### src/rtl/mem_pkg.sv
// mem_pkg: memory-side geometry shared across the memory subsystem.
//   ADDR_W     - block address width
//   BLOCK_BITS - width of one data block
package mem_pkg;

  localparam int ADDR_W     = 16;
  localparam int BLOCK_BITS = 32;

endpackage : mem_pkg

### src/rtl/switch_pkg.sv
// switch_pkg: shared types for the port switching / arbitration blocks.
//   arb_mode_e - arbitration policy selector
//     ARB_TDM : fixed rotating slot, one port per cycle, not work-conserving
//     ARB_RR  : work-conserving round-robin starting after the last winner
package switch_pkg;

  typedef enum logic {
    ARB_TDM = 1'b0,
    ARB_RR  = 1'b1
  } arb_mode_e;

endpackage : switch_pkg

### src/rtl/mem_port_arbiter_if.sv
// mem_port_arbiter_if: bundle of requester-side and memory-side signals of
// mem_port_arbiter. Signal suffixes are relative to the arbiter.
//   slave  modport : the arbiter itself
//   master modport : the environment (requesters + memory)
// Requester side : req_i, we_i, addr_i, wdata_i -> gnt_o, rvalid_o, rdata_o
// Memory side    : mem_req_o, mem_we_o, mem_addr_o, mem_wdata_o,
//                  mem_rvalid_i, mem_rdata_i
// Status         : outstanding_o, err_o
interface mem_port_arbiter_if #(
  parameter int N          = 4,
  parameter int ADDR_W     = mem_pkg::ADDR_W,
  parameter int BLOCK_BITS = mem_pkg::BLOCK_BITS,
  parameter int MAX_OUT    = 4
);

  localparam int CNT_W = $clog2(MAX_OUT + 1);

  logic [N-1:0]                 req_i;
  logic [N-1:0]                 we_i;
  logic [N-1:0][ADDR_W-1:0]     addr_i;
  logic [N-1:0][BLOCK_BITS-1:0] wdata_i;
  logic [N-1:0]                 gnt_o;

  logic                         mem_req_o;
  logic                         mem_we_o;
  logic [ADDR_W-1:0]            mem_addr_o;
  logic [BLOCK_BITS-1:0]        mem_wdata_o;
  logic                         mem_rvalid_i;
  logic [BLOCK_BITS-1:0]        mem_rdata_i;

  logic [N-1:0]                 rvalid_o;
  logic [BLOCK_BITS-1:0]        rdata_o;
  logic [CNT_W-1:0]             outstanding_o;
  logic                         err_o;

  modport slave (
    input  req_i, we_i, addr_i, wdata_i, mem_rvalid_i, mem_rdata_i,
    output gnt_o, mem_req_o, mem_we_o, mem_addr_o, mem_wdata_o,
           rvalid_o, rdata_o, outstanding_o, err_o
  );

  modport master (
    output req_i, we_i, addr_i, wdata_i, mem_rvalid_i, mem_rdata_i,
    input  gnt_o, mem_req_o, mem_we_o, mem_addr_o, mem_wdata_o,
           rvalid_o, rdata_o, outstanding_o, err_o
  );

endinterface : mem_port_arbiter_if

### src/rtl/mem_port_arbiter_id_fifo.sv
// port_id_fifo: in-order FIFO holding the port ID of every outstanding read.
// Ports:
//   clk, rst_n   - clock, asynchronous active-low reset (clears pointers/count)
//   push_i       - write push_data_i at the tail (ignored when full)
//   push_data_i  - ID to store
//   pop_i        - drop the head entry (ignored when empty)
//   head_o       - current head entry (valid when !empty_o)
//   full_o       - DEPTH entries stored
//   empty_o      - no entries stored
//   count_o      - number of stored entries, 0..DEPTH
// Pointers wrap explicitly at DEPTH-1, so DEPTH=1 works as well.
module port_id_fifo #(
  parameter int DEPTH = 4,
  parameter int WIDTH = 2
) (
  input  logic                         clk,
  input  logic                         rst_n,
  input  logic                         push_i,
  input  logic [WIDTH-1:0]             push_data_i,
  input  logic                         pop_i,
  output logic [WIDTH-1:0]             head_o,
  output logic                         full_o,
  output logic                         empty_o,
  output logic [$clog2(DEPTH+1)-1:0]   count_o
);

  localparam int PTR_W = (DEPTH > 1) ? $clog2(DEPTH) : 1;
  localparam int CNT_W = $clog2(DEPTH + 1);

  logic [WIDTH-1:0] mem_q [DEPTH];
  logic [PTR_W-1:0] wr_ptr_q, wr_ptr_d;
  logic [PTR_W-1:0] rd_ptr_q, rd_ptr_d;
  logic [CNT_W-1:0] count_q, count_d;
  logic             push_ok, pop_ok;

  function automatic logic [PTR_W-1:0] ptr_inc(input logic [PTR_W-1:0] p);
    return (p == PTR_W'(DEPTH - 1)) ? '0 : p + PTR_W'(1);
  endfunction

  assign full_o  = (count_q == CNT_W'(DEPTH));
  assign empty_o = (count_q == '0);
  assign count_o = count_q;
  assign head_o  = mem_q[rd_ptr_q];

  assign push_ok = push_i & ~full_o;
  assign pop_ok  = pop_i & ~empty_o;

  always_comb begin
    wr_ptr_d = push_ok ? ptr_inc(wr_ptr_q) : wr_ptr_q;
    rd_ptr_d = pop_ok  ? ptr_inc(rd_ptr_q) : rd_ptr_q;
    count_d  = count_q;
    unique case ({push_ok, pop_ok})
      2'b10:   count_d = count_q + CNT_W'(1);
      2'b01:   count_d = count_q - CNT_W'(1);
      default: count_d = count_q;
    endcase
  end

  always_ff @(posedge clk or negedge rst_n) begin
    if (!rst_n) begin
      wr_ptr_q <= '0;
      rd_ptr_q <= '0;
      count_q  <= '0;
    end else begin
      wr_ptr_q <= wr_ptr_d;
      rd_ptr_q <= rd_ptr_d;
      count_q  <= count_d;
    end
  end

  // Storage is never read before it is written, so it carries no reset.
  always_ff @(posedge clk) begin
    if (push_ok) mem_q[wr_ptr_q] <= push_data_i;
  end

endmodule : port_id_fifo

### src/rtl/mem_port_arbiter.sv
// mem_port_arbiter: shares one memory port between N requesters.
// Ports:
//   clk   - clock
//   rst_n - asynchronous active-low reset
//   bus   - mem_port_arbiter_if.slave: per-port req/we/addr/wdata in,
//           one-hot gnt_o out; memory strobe/we/addr/wdata out, read
//           response in; one-hot rvalid_o + broadcast rdata_o out;
//           outstanding_o (reads in flight) and sticky err_o out.
// The grant and the memory command are combinational from the winning
// port's inputs. Reads record their port ID in an in-order FIFO so that
// responses (in issue order, any latency) are routed back with no added
// latency. A read is only eligible while fewer than MAX_OUT reads are in
// flight; writes are never held back. N and MAX_OUT must be powers of 2.
module mem_port_arbiter
  import switch_pkg::*;
#(
  parameter int        N          = 4,
  parameter int        ADDR_W     = mem_pkg::ADDR_W,
  parameter int        BLOCK_BITS = mem_pkg::BLOCK_BITS,
  parameter int        MAX_OUT    = 4,
  parameter arb_mode_e MODE       = ARB_RR
) (
  input  logic                 clk,
  input  logic                 rst_n,
  mem_port_arbiter_if.slave    bus
);

  localparam int IDX_W = $clog2(N);
  localparam int CNT_W = $clog2(MAX_OUT + 1);

  logic [IDX_W-1:0]      ptr_q, ptr_d;
  logic [IDX_W-1:0]      slot_q, slot_d;
  logic                  err_q, err_d;

  logic [N-1:0]          elig;
  logic                  gvld;
  logic [IDX_W-1:0]      gidx;
  logic [IDX_W-1:0]      idx;
  logic [ADDR_W-1:0]     addr_sel;
  logic [BLOCK_BITS-1:0] wdata_sel;

  logic                  fifo_full, fifo_empty;
  logic                  push, pop;
  logic [IDX_W-1:0]      head_id;
  logic [CNT_W-1:0]      fifo_count;

  // Eligibility looks at the registered count only: a response popping in
  // this cycle does not free a slot for a read until the next cycle.
  assign elig = bus.req_i & (bus.we_i | {N{~fifo_full}});

  always_comb begin
    gvld = 1'b0;
    gidx = '0;
    idx  = '0;
    if (MODE == ARB_RR) begin
      // Walk from the far end so the port closest to ptr wins last.
      for (int k = N - 1; k >= 0; k--) begin
        idx = ptr_q + IDX_W'(k);
        if (elig[idx]) begin
          gvld = 1'b1;
          gidx = idx;
        end
      end
    end else begin
      if (elig[slot_q]) begin
        gvld = 1'b1;
        gidx = slot_q;
      end
    end
    // Requests are combinational inputs; keep all strobes low in reset.
    gvld = gvld & rst_n;
  end

  assign addr_sel  = bus.addr_i[gidx];
  assign wdata_sel = bus.wdata_i[gidx];

  assign bus.gnt_o       = gvld ? (N'(1) << gidx) : '0;
  assign bus.mem_req_o   = gvld;
  assign bus.mem_we_o    = gvld & bus.we_i[gidx];
  assign bus.mem_addr_o  = gvld ? addr_sel  : '0;
  assign bus.mem_wdata_o = gvld ? wdata_sel : '0;

  assign push = gvld & ~bus.we_i[gidx];
  assign pop  = bus.mem_rvalid_i & ~fifo_empty;

  assign bus.rvalid_o      = pop ? (N'(1) << head_id) : '0;
  assign bus.rdata_o       = bus.mem_rdata_i;
  assign bus.outstanding_o = fifo_count;
  assign bus.err_o         = err_q;

  always_comb begin
    ptr_d  = gvld ? gidx + IDX_W'(1) : ptr_q;
    slot_d = slot_q + IDX_W'(1);
    err_d  = err_q | (bus.mem_rvalid_i & fifo_empty);
  end

  always_ff @(posedge clk or negedge rst_n) begin
    if (!rst_n) begin
      ptr_q  <= '0;
      slot_q <= '0;
      err_q  <= 1'b0;
    end else begin
      ptr_q  <= ptr_d;
      slot_q <= slot_d;
      err_q  <= err_d;
    end
  end

  port_id_fifo #(
    .DEPTH (MAX_OUT),
    .WIDTH (IDX_W)
  ) u_id_fifo (
    .clk         (clk),
    .rst_n       (rst_n),
    .push_i      (push),
    .push_data_i (gidx),
    .pop_i       (pop),
    .head_o      (head_id),
    .full_o      (fifo_full),
    .empty_o     (fifo_empty),
    .count_o     (fifo_count)
  );

endmodule : mem_port_arbiter

### src/flat_wrapper.sv
// flat-port wrapper written by rule: the top's interface ports become plain ports
module mem_port_arbiter_flat import switch_pkg::*;
#(
  parameter int        N          = 4,
  parameter int        ADDR_W     = mem_pkg::ADDR_W,
  parameter int        BLOCK_BITS = mem_pkg::BLOCK_BITS,
  parameter int        MAX_OUT    = 4,
  parameter arb_mode_e MODE       = ARB_RR
)
  (clk, rst_n, bus_req_i, bus_we_i, bus_addr_i, bus_wdata_i, bus_mem_rvalid_i, bus_mem_rdata_i, bus_gnt_o, bus_mem_req_o, bus_mem_we_o, bus_mem_addr_o, bus_mem_wdata_o, bus_rvalid_o, bus_rdata_o, bus_outstanding_o, bus_err_o);
  mem_port_arbiter_if #(.N(N), .ADDR_W(ADDR_W), .BLOCK_BITS(BLOCK_BITS), .MAX_OUT(MAX_OUT)) bus_i ();
  input  logic clk;
  input  logic rst_n;
  input wire logic [$bits(bus_i.req_i)-1:0] bus_req_i;
  input wire logic [$bits(bus_i.we_i)-1:0] bus_we_i;
  input wire logic [$bits(bus_i.addr_i)-1:0] bus_addr_i;
  input wire logic [$bits(bus_i.wdata_i)-1:0] bus_wdata_i;
  input wire logic [$bits(bus_i.mem_rvalid_i)-1:0] bus_mem_rvalid_i;
  input wire logic [$bits(bus_i.mem_rdata_i)-1:0] bus_mem_rdata_i;
  output wire logic [$bits(bus_i.gnt_o)-1:0] bus_gnt_o;
  output wire logic [$bits(bus_i.mem_req_o)-1:0] bus_mem_req_o;
  output wire logic [$bits(bus_i.mem_we_o)-1:0] bus_mem_we_o;
  output wire logic [$bits(bus_i.mem_addr_o)-1:0] bus_mem_addr_o;
  output wire logic [$bits(bus_i.mem_wdata_o)-1:0] bus_mem_wdata_o;
  output wire logic [$bits(bus_i.rvalid_o)-1:0] bus_rvalid_o;
  output wire logic [$bits(bus_i.rdata_o)-1:0] bus_rdata_o;
  output wire logic [$bits(bus_i.outstanding_o)-1:0] bus_outstanding_o;
  output wire logic [$bits(bus_i.err_o)-1:0] bus_err_o;
  assign bus_i.req_i = bus_req_i;
  assign bus_i.we_i = bus_we_i;
  assign bus_i.addr_i = bus_addr_i;
  assign bus_i.wdata_i = bus_wdata_i;
  assign bus_i.mem_rvalid_i = bus_mem_rvalid_i;
  assign bus_i.mem_rdata_i = bus_mem_rdata_i;
  assign bus_gnt_o = bus_i.gnt_o;
  assign bus_mem_req_o = bus_i.mem_req_o;
  assign bus_mem_we_o = bus_i.mem_we_o;
  assign bus_mem_addr_o = bus_i.mem_addr_o;
  assign bus_mem_wdata_o = bus_i.mem_wdata_o;
  assign bus_rvalid_o = bus_i.rvalid_o;
  assign bus_rdata_o = bus_i.rdata_o;
  assign bus_outstanding_o = bus_i.outstanding_o;
  assign bus_err_o = bus_i.err_o;
  mem_port_arbiter #(.N(N), .ADDR_W(ADDR_W), .BLOCK_BITS(BLOCK_BITS), .MAX_OUT(MAX_OUT), .MODE(MODE)) u_core (.clk(clk), .rst_n(rst_n), .bus(bus_i));
endmodule
### config.mk
export PLATFORM = sky130hd
export DESIGN_NAME = mem_port_arbiter_flat
export DESIGN_NICKNAME = d
export VERILOG_FILES = /design/src/rtl/mem_pkg.sv /design/src/rtl/switch_pkg.sv /design/src/rtl/mem_port_arbiter_if.sv /design/src/rtl/mem_port_arbiter_id_fifo.sv /design/src/rtl/mem_port_arbiter.sv /design/src/flat_wrapper.sv
export SDC_FILE = /design/constraint.sdc
export NUM_CORES = 1
export LEC_CHECK = 0
export BUFFER_PORTS_ARGS = -buffer_cell sky130_fd_sc_hd__clkbuf_2
export CORE_AREA = 2 2 129 131
export DETAILED_ROUTE_END_ITERATION = 7
export DIE_AREA = 0 0 131 133
export GPL_ROUTABILITY_DRIVEN = 1
export PLACE_DENSITY_LB_ADDON = 0.2
export SLEW_MARGIN = 20
export SYNTH_ARGS = -nofsm -noshare
export SYNTH_HDL_FRONTEND = slang
export SYNTH_SLANG_ARGS = --single-unit
export TNS_END_PERCENT = 20
### constraint.sdc
create_clock -name clk -period 5.4 [get_ports clk]
set_input_delay 0.81 -clock clk [delete_from_list [all_inputs] [get_ports clk]]
set_output_delay 0.81 -clock clk [all_outputs]
set_load 0.01 [all_outputs]
Word-level counts from Yosys, hierarchy flattened
Memory sizes are Yosys's and may differ from the RTL's.
Cells that the tools add are included.
{ "word_totals": {"regBits": 10, "ram_bits": 8, "output_inout_bits": 94, "elab_cells": 72, "n_memories": 1} }
{ "classes": {"add_sub_neg": 8, "magnitude_cmp": 5, "n_eq_ne": 5, "shifts": 2, "muxes": 31, "bitwise_logic": 13, "reduce_logical": 2} }
{ "mem_list": {"columns": ["name", "depth", "width", "read_ports", "rd_ports_with_merged_regs", "write_ports", "line", "source"], "rows": [
  ["u_core.u_id_fifo.mem_q", 4, 2, 1, 0, 1, "mem_port_arbiter_id_fifo.sv:30", "logic [WIDTH-1:0] mem_q [DEPTH];"]
]} }
{ "op_table": {"columns": ["op", "count"], "rows": [
  ["$bmux 32 s2", 1],
  ["$mux 32", 2],
  ["$bmux 16 s2", 1],
  ["$mux 16", 2],
  ["$lt 2x3->1 const B", 5],
  ["$mux 2", 6],
  ["$mux 1", 11],
  ["$bmux 1 s2", 5],
  ["$add 2x1->2 const B", 4],
  ["$mux 4", 2],
  ["$shl 1x2->4 const A", 2],
  ["$and 1x1->1", 7],
  ["$eq 2x2->1 const B", 3],
  ["$pmux 3 s2", 1],
  ["$add 2x2->2 const B", 2],
  ["$and 4x4->4", 1],
  ["$or 4x4->4", 1],
  ["$add 3x1->3 const B", 1],
  ["$eq 3x3->1 const B", 1],
  ["$logic_not 3->1", 1],
  ["$not 1->1", 3],
  ["$sub 3x1->3 const B", 1],
  ["$eq 2x1->1 const B", 1],
  ["$reduce_bool 2->1", 1],
  ["$or 1x1->1", 1]
]} }

Logic depth before layout (Yosys ltp)
Gate-level depths: netlist of the first run.
{ "logic_depth": {"ltp_word": 17, "ltp_mapped": 13} }

Modules after synthesis
Synthesis of the first run repeated with hierarchy kept, for this count alone.
{ "hier_totals": {"cells_unflattened": 307, "area_unflattened_um2": 2846.5} }
{ "modules_own_cells": {"columns": ["module", "instances", "cells_each", "area_per_inst_um2"], "rows": [
  ["mem_port_arbiter", 1, 257, 2074.5],
  ["port_id_fifo", 1, 50, 772.0]
]} }

Worst setup path before layout of the first run
OpenSTA, ideal clock, no wires.
{ "synth_path": {"path_type": "in2out", "startpoint": "input bus_we_i[1]", "endpoint": "output bus_mem_addr_o[10]", "t_arrival_ps": 2636, "required_ps": 4590, "setup_slack_ps": 1954, "stages": 6, "path_buffers": 1, "path_cell_list": "nor4b_2 o22ai_1 a221oi_4 clkbuf_1 mux4_2 and2_1"} }
{ "synth_between": {"elab_chain_cells": 11} }
{ "synth_rtl": {"columns": ["element", "line", "source"], "rows": [
  ["start: declaration", "flat_wrapper.sv:15", "input wire logic [$bits(bus_i.we_i)-1:0] bus_we_i;"],
  ["$or 4x4->4 *", "mem_port_arbiter.sv:49", "assign elig = bus.req_i & (bus.we_i | {N{~fifo_full}});"],
  ["$and 4x4->4 *", "mem_port_arbiter.sv:49", null],
  ["$bmux 1 s2", "mem_port_arbiter.sv:59", "if (elig[idx]) begin"],
  ["$mux 1 (not written as such)", "mem_port_arbiter.sv:59", null],
  ["$mux 2 (3 in a row)", "mem_port_arbiter.sv:59", null],
  ["$mux 2 *", "mem_port_arbiter.sv:59", null],
  ["named net u_core.gidx[1]", "mem_port_arbiter.sv:37", "logic [IDX_W-1:0] gidx;"],
  ["$bmux 16 s2 *", "mem_port_arbiter.sv:74", "assign addr_sel = bus.addr_i[gidx];"],
  ["$mux 16 (not written as such) *", "mem_port_arbiter.sv:74", null],
  ["$mux 16 *", "mem_port_arbiter.sv:80", "assign bus.mem_addr_o = gvld ? addr_sel : '0;"],
  ["end: declaration", "flat_wrapper.sv:23", "output wire logic [$bits(bus_i.mem_addr_o)-1:0] bus_mem_addr_o;"]
]} }
The timed path passes the listed nets; every way through them passes the cells marked *. The select of a mux whose other input is x is not followed.

Final worst setup path of the first run
{ "layout_path": {"startpoint": "input bus_we_i[0]", "endpoint": "output bus_mem_wdata_o[18]"} }
{ "layout_between": {"elab_chain_cells": 11} }
{ "layout_rtl": {"columns": ["element", "line", "source"], "rows": [
  ["$or 4x4->4 *", "mem_port_arbiter.sv:49", null],
  ["$and 4x4->4 *", "mem_port_arbiter.sv:49", null],
  ["$bmux 1 s2", "mem_port_arbiter.sv:59", null],
  ["$mux 1 (not written as such)", "mem_port_arbiter.sv:59", null],
  ["$mux 2 (3 in a row)", "mem_port_arbiter.sv:59", null],
  ["$mux 2 *", "mem_port_arbiter.sv:59", null],
  ["named net u_core.gidx[0]", "mem_port_arbiter.sv:37", null],
  ["$bmux 32 s2 *", "mem_port_arbiter.sv:75", "assign wdata_sel = bus.wdata_i[gidx];"],
  ["$mux 32 (not written as such) *", "mem_port_arbiter.sv:75", null],
  ["$mux 32 *", "mem_port_arbiter.sv:81", "assign bus.mem_wdata_o = gvld ? wdata_sel : '0;"],
  ["end: declaration", "flat_wrapper.sv:24", "output wire logic [$bits(bus_i.mem_wdata_o)-1:0] bus_mem_wdata_o;"]
]} }
Marked as above.

==> out/qor.txt, run 1 <==
status - finished clean
Final period util - 82.3%
synthesized net count - 501
root buf cell - clkbuf_16
CP arrival - 3.63 ns
Die Area - 17400 um2
final setup violation count - 0
Routed Antenna Nets - 0
Placeable Area - 16200 um2
final hold viol count - 0
chip width - 131 um
Pleak - 2.11 nW
PnR worst setup slack - 0.956 ns
gpl congestion - 0.857
Longest Clk Path Bufs - 2
reg-to-reg critical path endpoint - u_core.u_id_fifo.count_o[2]
placed inst area - 4250 um2
Tmin final - 4.44 ns
Reg clk slew, reported paths - 0.06 ns
Critical Path Sink Type - output pin
Min Hold Slack - 0.451 ns
max-cap violations - 0
DRT iter0 DRCs - 126
yosys warns - 0
via count - 2959
fin nets - 724
Final Total Pwr - 1.64 mW
max_slew headroom - 58.8%
Mapped Area - 2940 um2
fin util - 26.8%
fin cells - 697
HP Class - in -> async
CTS tree - built
Max rail drop VDD - 148 uV
critical path class - in -> out
DRT Pass-1 Iters - 4
share of layout cells above drive strength 1 - 70.0%
worst skew pair latency - 0.25 ns
Post-synth top flop - dfrtp_1
clock sinks - 18
grt ovf - 0
Yosys reg bits - 18
Final Cell Area - 4330 um2
post-CTS setup buffer count - 0
ys async rst share - 55.6%
Post-Syn Instances - 255
Clock Skew - 0.00337 ns
DRC errors left - 0
Pins Over Slew Limit - 0
CP max FO - 28
WL final - 12.0 mm
input/output buffers - 264
Avg Cell Area, Syn - 11.5 um2
Die Y - 133 um
PwrDens - 380 nW/um2
row count - 47
drt wl/cell - 17.2 um
IO Pins - 329
Setup TNS - 0 ns
largest net degree at the start of global routing - 59
gr usage total - 13.4%
H-Tree Depth - 1
Layout Area Growth over Synthesis - 47.3%
Synth cell types - 44
CTS Buf Count - 3
dpl cells - 693
CP Launch Type - primary input
number of global-route vias before repair - 3162
vias per cell - 4.25
ant diodes - 0
number of flops mapped to enable cells by yosys - 8
RSZ-0062 raised after global routing - no
global-route wire length before repair - 18.0 mm
CTS Hold Bufs - 0
commonest non-fill, non-tap cells in the layout - clkbuf_2, and2_1, mux4_2
critical path data required time - 4.59 ns
worst slew pin tran - 0.617 ns
# resized after CTS - 0
Fillers - 1772
Crit Reg-Reg Startpoint - u_core.u_id_fifo.count_o[1]
antenna violations before repair - 1
Reg2Reg Setup Slack - 1.72 ns
initial core utilization - 18.2%
register area share after synthesis - 16.7%
dpl ws - 0.869 ns
worst r2r path cells - 12
f_max - 225 MHz
hpwl dp - 10.3 mm
commonest non-fill, non-tap cell in the layout - clkbuf_2
-- state kept, by name (all words and copies together) (netlist names) --
name and flops:
u_core.u_id_fifo.mem_q 8, u_core.u_id_fifo.count_o 3, u_core.ptr_q 2, u_core.u_id_fifo.rd_ptr_q 2, u_core.u_id_fifo.wr_ptr_q 2, u_core.bus.err_o 1
-- how the worst max path moves through the flow --
stage,start,to,depth (start not counted)
global route,u_core.u_id_fifo.count_o[1],bus_mem_wdata_o[22],9
detailed placement,bus_we_i[0],bus_mem_wdata_o[18],10
floorplan,bus_we_i[1],bus_mem_addr_o[10],6
finish,bus_we_i[0],bus_mem_wdata_o[18],10
CTS,bus_we_i[0],bus_mem_wdata_o[18],10
global placement,bus_we_i[0],bus_mem_addr_o[15],10
-- area by class of cell --
type / count / area (um2) / area share [%]
multi-input cells: 175 / 2080 / 47.9
repair buffers: 268 / 1360 / 31.5
flip-flops and latches: 18 / 490 / 11.3
well taps: 220 / 275 / 6.35
clock buffers: 3 / 75.1 / 1.73
inverters: 12 / 46.3 / 1.07
clock inverters: 1 / 3.75 / 0.0867
-- cell families after synthesis --
logic type / share of synthesized area, %
AO/OA/AOI/OAI: 6.51
XOR/XNOR: 0.893
adder cells (fa/ha/maj): 4.93
buffers and inverters: 13.4
flip-flops: 16.7
multiplexers: 39.7
AND/OR/NAND/NOR: 17.9
-- power by group --
group | internal, mW | switching, mW | total (mW)
registers | 0.199 | 0.0609 | 0.260
logic | 0.659 | 0.576 | 1.24
clock network | 0.0984 | 0.0512 | 0.150
total | 0.956 | 0.688 | 1.64
-- worst max-delay path, stage by stage --
cell and delay (ns):
clkbuf_2 0.11, nor4b_2 0.37, o221ai_1 0.21, o2bb2ai_2 0.19
nor2_4 0.24, clkinv_2 0.55, buf_12 0.41, mux4_2 0.44
and2_1 0.17, clkbuf_2 0.12
-- per-layer routing --
metal,up-vias,part of all wire (%),global-route usage [%]
met4,2,1.8,2.72
met3,24,6.8,2.87
li1,1376,-,-
met5,-,0.11,0
met2,133,54,24.6
met1,1424,38,15.7
-- Yosys cell counts, types with 2 or more instances --
cell	n	area share, %
buf_6	5	1.9
nor2_1	4	0.51
nor2b_1	4	0.85
mux4_2	50	38
nor3_1	3	0.51
nand2_1	10	1.3
and3_1	2	0.43
xor2_1	2	0.60
buf_2	2	0.34
and2_1	52	11
a41oi_1	2	0.60
dfrtp_1	10	8.5
a21oi_1	2	0.34
mux2i_1	2	0.68
o21a_1	2	0.51
inv_1	11	1.4
buf_4	32	8.2
clkbuf_1	11	1.4
o21ai_0	4	0.68
nor3b_1	2	0.51
nor4b_2	2	1.0
ha_1	10	4.3
edfxtp_1	8	8.2
a21o_1	2	0.51
mux2_2	2	0.77
No activity file was read; power rests on OpenSTA's default activity.
==> inputs of run 2 (changes only) <==
CORE_AREA = 2 2 127 129   (was 2 2 129 131)
DIE_AREA = 0 0 129 131   (was 0 0 131 133)
clock period = 4.6 ns   (was 5.4 ns; I/O delays follow)
==> run 2 against run 1 <==
Compared with the run above:
- non-clock buffer count up 1
- clock power increased by 19%
- clock skew is 0.0015 ns higher
- largest power group unchanged
- sequential power is 17% higher
- critical path depth shrank 1
- power rose by 18%
- combinational power rose by 18%
- critical endpoint is now bus_mem_wdata_o[3]
- first-iteration DRC count down 25%
- via count is 0.34% higher
- sequential cell count did not move
- cell count shrank 0.43%
==> out/qor.txt, run 2 (same netlist as run 1, synthesis figures left out) <==
status - finished clean (unchanged)
worst path cell trace - or3b_1 > o21ai_2 > o2bb2ai_2 > nor2_4 > clkinv_2 > buf_4 > mux4_2 > and2_1 > clkbuf_2 (was clkbuf_2 > nor4b_2 > o221ai_1 > o2bb2ai_2 > nor2_4 > clkinv_2 > buf_12 > mux4_2 > and2_1 > clkbuf_2)
clock sinks - 18 (unchanged)
crit path launch - u_core.u_id_fifo.count_o[1] (was bus_we_i[0])
HP Class - in -> async (unchanged)
Tmin final - 3.90 ns
row count - 46 (was 47)
critical path class - reg -> out (was in -> out)
f_max - 257 MHz
Routed Antenna Nets - 0 (unchanged)
fin nets - 725 (was 724)
Crit Reg-Reg Startpoint - u_core.u_id_fifo.count_o[1] (unchanged)
dpl ws - 0.932 ns (was 0.869 ns)
root buf cell - clkbuf_16 (unchanged)
Critical Path Sink Type - output pin (unchanged)
worst slew pin tran - 0.494 ns (was 0.617 ns)
critical path's slowest cell - or3b_1 (was clkinv_2)
share of layout cells above drive strength 1 - 70.1% (was 70.0%)
Min Hold Slack - 0.335 ns (was 0.451 ns)
Layout Area Growth over Synthesis - 47.3% (about the same)
Setup TNS - 0 ns (unchanged)
Clock Skew - 0.00484 ns (was 0.00337 ns)
CP max FO - 19 (was 28)
Longest Clk Path Bufs - 2 (unchanged)
Reg with most FFs - u_core.u_id_fifo.mem_q (unchanged)
Die Area - 16900 um2 (was 17400 um2)
Crit path largest cell delay - 0.55 ns (about the same)
fin cells - 694 (was 697)
vias per cell - 4.28 (was 4.25)
PnR worst setup slack - 0.702 ns (was 0.956 ns)
commonest non-fill, non-tap cell in the layout - clkbuf_2 (unchanged)
Die Y - 131 um (was 133 um)
post-CTS setup buffer count - 0 (unchanged)
ant diodes - 0 (unchanged)
IO Pins - 329 (unchanged)
worst skew pair latency - 0.25 ns (about the same)
PwrDens - 450 nW/um2 (was 380 nW/um2)
gr usage total - 13.3% (was 13.4%)
chip width - 129 um (was 131 um)
Reg2Reg Setup Slack - 1.16 ns (was 1.72 ns)
CP Launch Type - flop (was primary input)
hpwl dp - 10.1 mm (was 10.3 mm)
final setup violation count - 0 (unchanged)
CTS tree - built (unchanged)
# resized after CTS - 0 (unchanged)
CTS Buf Count - 3 (unchanged)
max reg flops - 8 (unchanged)
CTS Hold Bufs - 0 (unchanged)
DRC errors left - 0 (unchanged)
CP arrival - 3.21 ns (was 3.63 ns)
Reg clk slew, reported paths - 0.06 ns (about the same)
RSZ-0062 raised after global routing - no (unchanged)
critical path data required time - 3.91 ns (was 4.59 ns)
worst r2r path cells - 11 (was 12)
DRT iter0 DRCs - 95 (was 126)
via count - 2969 (was 2959)
Max rail drop VDD - 165 uV (was 148 uV)
Final period util - 84.7%
dpl cells - 690 (was 693)
reg-to-reg critical path endpoint - u_core.u_id_fifo.count_o[2] (unchanged)
Critical path buffers and inverters - 3 (was 4)
Pins Over Slew Limit - 0 (unchanged)
antenna violations before repair - 0 (was 1)
WL final - 11.7 mm (was 12.0 mm)
max-cap violations - 0 (unchanged)
Fillers - 1693 (was 1772)
commonest non-fill, non-tap cells in the layout - clkbuf_2, and2_1, mux4_2 (unchanged)
largest net degree at the start of global routing - 59 (unchanged)
H-Tree Depth - 1 (unchanged)
grt ovf - 0 (unchanged)
final hold viol count - 0 (unchanged)
drt wl/cell - 16.9 um (was 17.2 um)
input/output buffers - 264 (unchanged)
DRT Pass-1 Iters - 4 (unchanged)
global-route wire length before repair - 17.4 mm (was 18.0 mm)
max_slew headroom - 67.1% (was 58.8%)
Placeable Area - 15600 um2 (was 16200 um2)
number of global-route vias before repair - 3121 (was 3162)
CP top delay family - simple AND/OR/NAND/NOR gates (was buffers and inverters)
gpl congestion - 0.935 (was 0.857)
Pleak - 2.12 nW (was 2.11 nW)
initial core utilization - 18.9% (was 18.2%)
[run 2: cell count changes in the layout (fill, tap and decap cells not counted), sizes merged]
cell,before,now
buf,4,5
[run 2: layer usage]
metal / global-route usage (%) / share of wire (%) / vias to the layer above
li1: - / - / 1372
met1: 17.3 / 41 / 1414
met2: 23.2 / 50 / 159
met3: 2.81 / 7.3 / 24
met4: 2.17 / 1.5 / 0
met5: 0 / 0 / -
[run 2: worst register-to-register path, delay by kind of cell, from the launching register on]
family | cells | cell delay, ns
compound gates | 3 | 1.05
simple gates | 2 | 0.66
fa+ha+maj | 2 | 0.63
flops | 1 | 0.48
xor+xnor | 2 | 0.30
mux | 1 | 0.19
buf+inv | 1 | 0.06
[run 2: stage by stage]
| step | area [um2] | power (mW) | utilization (%) |
|---|---|---|---|
| floorplan | 2940 | 1.40 | - |
| global placement | 4260 | 1.78 | 27.3 |
| detailed placement | 4260 | 1.79 | 27.3 |
| CTS | 4330 | 1.98 | 27.8 |
| global route | 4330 | 2.12 | 27.8 |
| finish | 4330 | 1.95 | 27.8 |
[run 2: worst max path at each step]
stage,to,depth (start not counted)
6_report,bus_mem_wdata_o[3],9
5_1_grt,bus_mem_wdata_o[3],9
4_1_cts,bus_mem_wdata_o[3],9
3_5_place_dp,bus_mem_wdata_o[16],10
3_3_place_gp,bus_mem_wdata_o[10],10
2_1_floorplan,bus_mem_addr_o[0],10
[run 2: report_power, final]
group / switching, mW / internal [mW]
sequential: 0.0717 / 0.233
combinational: 0.684 / 0.781
clock: 0.0634 / 0.116
total: 0.819 / 1.13
[run 2: layout make-up]
type,count,area [um2],share of cell area (%)
Clock buffer,3,75.1,1.73
Clock inverter,1,3.75,0.0866
Inverter,12,46.3,1.07
Multi-Input combinational cell,175,2080,47.9
Sequential cell,18,490,11.3
Tap cell,216,270,6.24
Timing Repair Buffer,269,1370,31.6
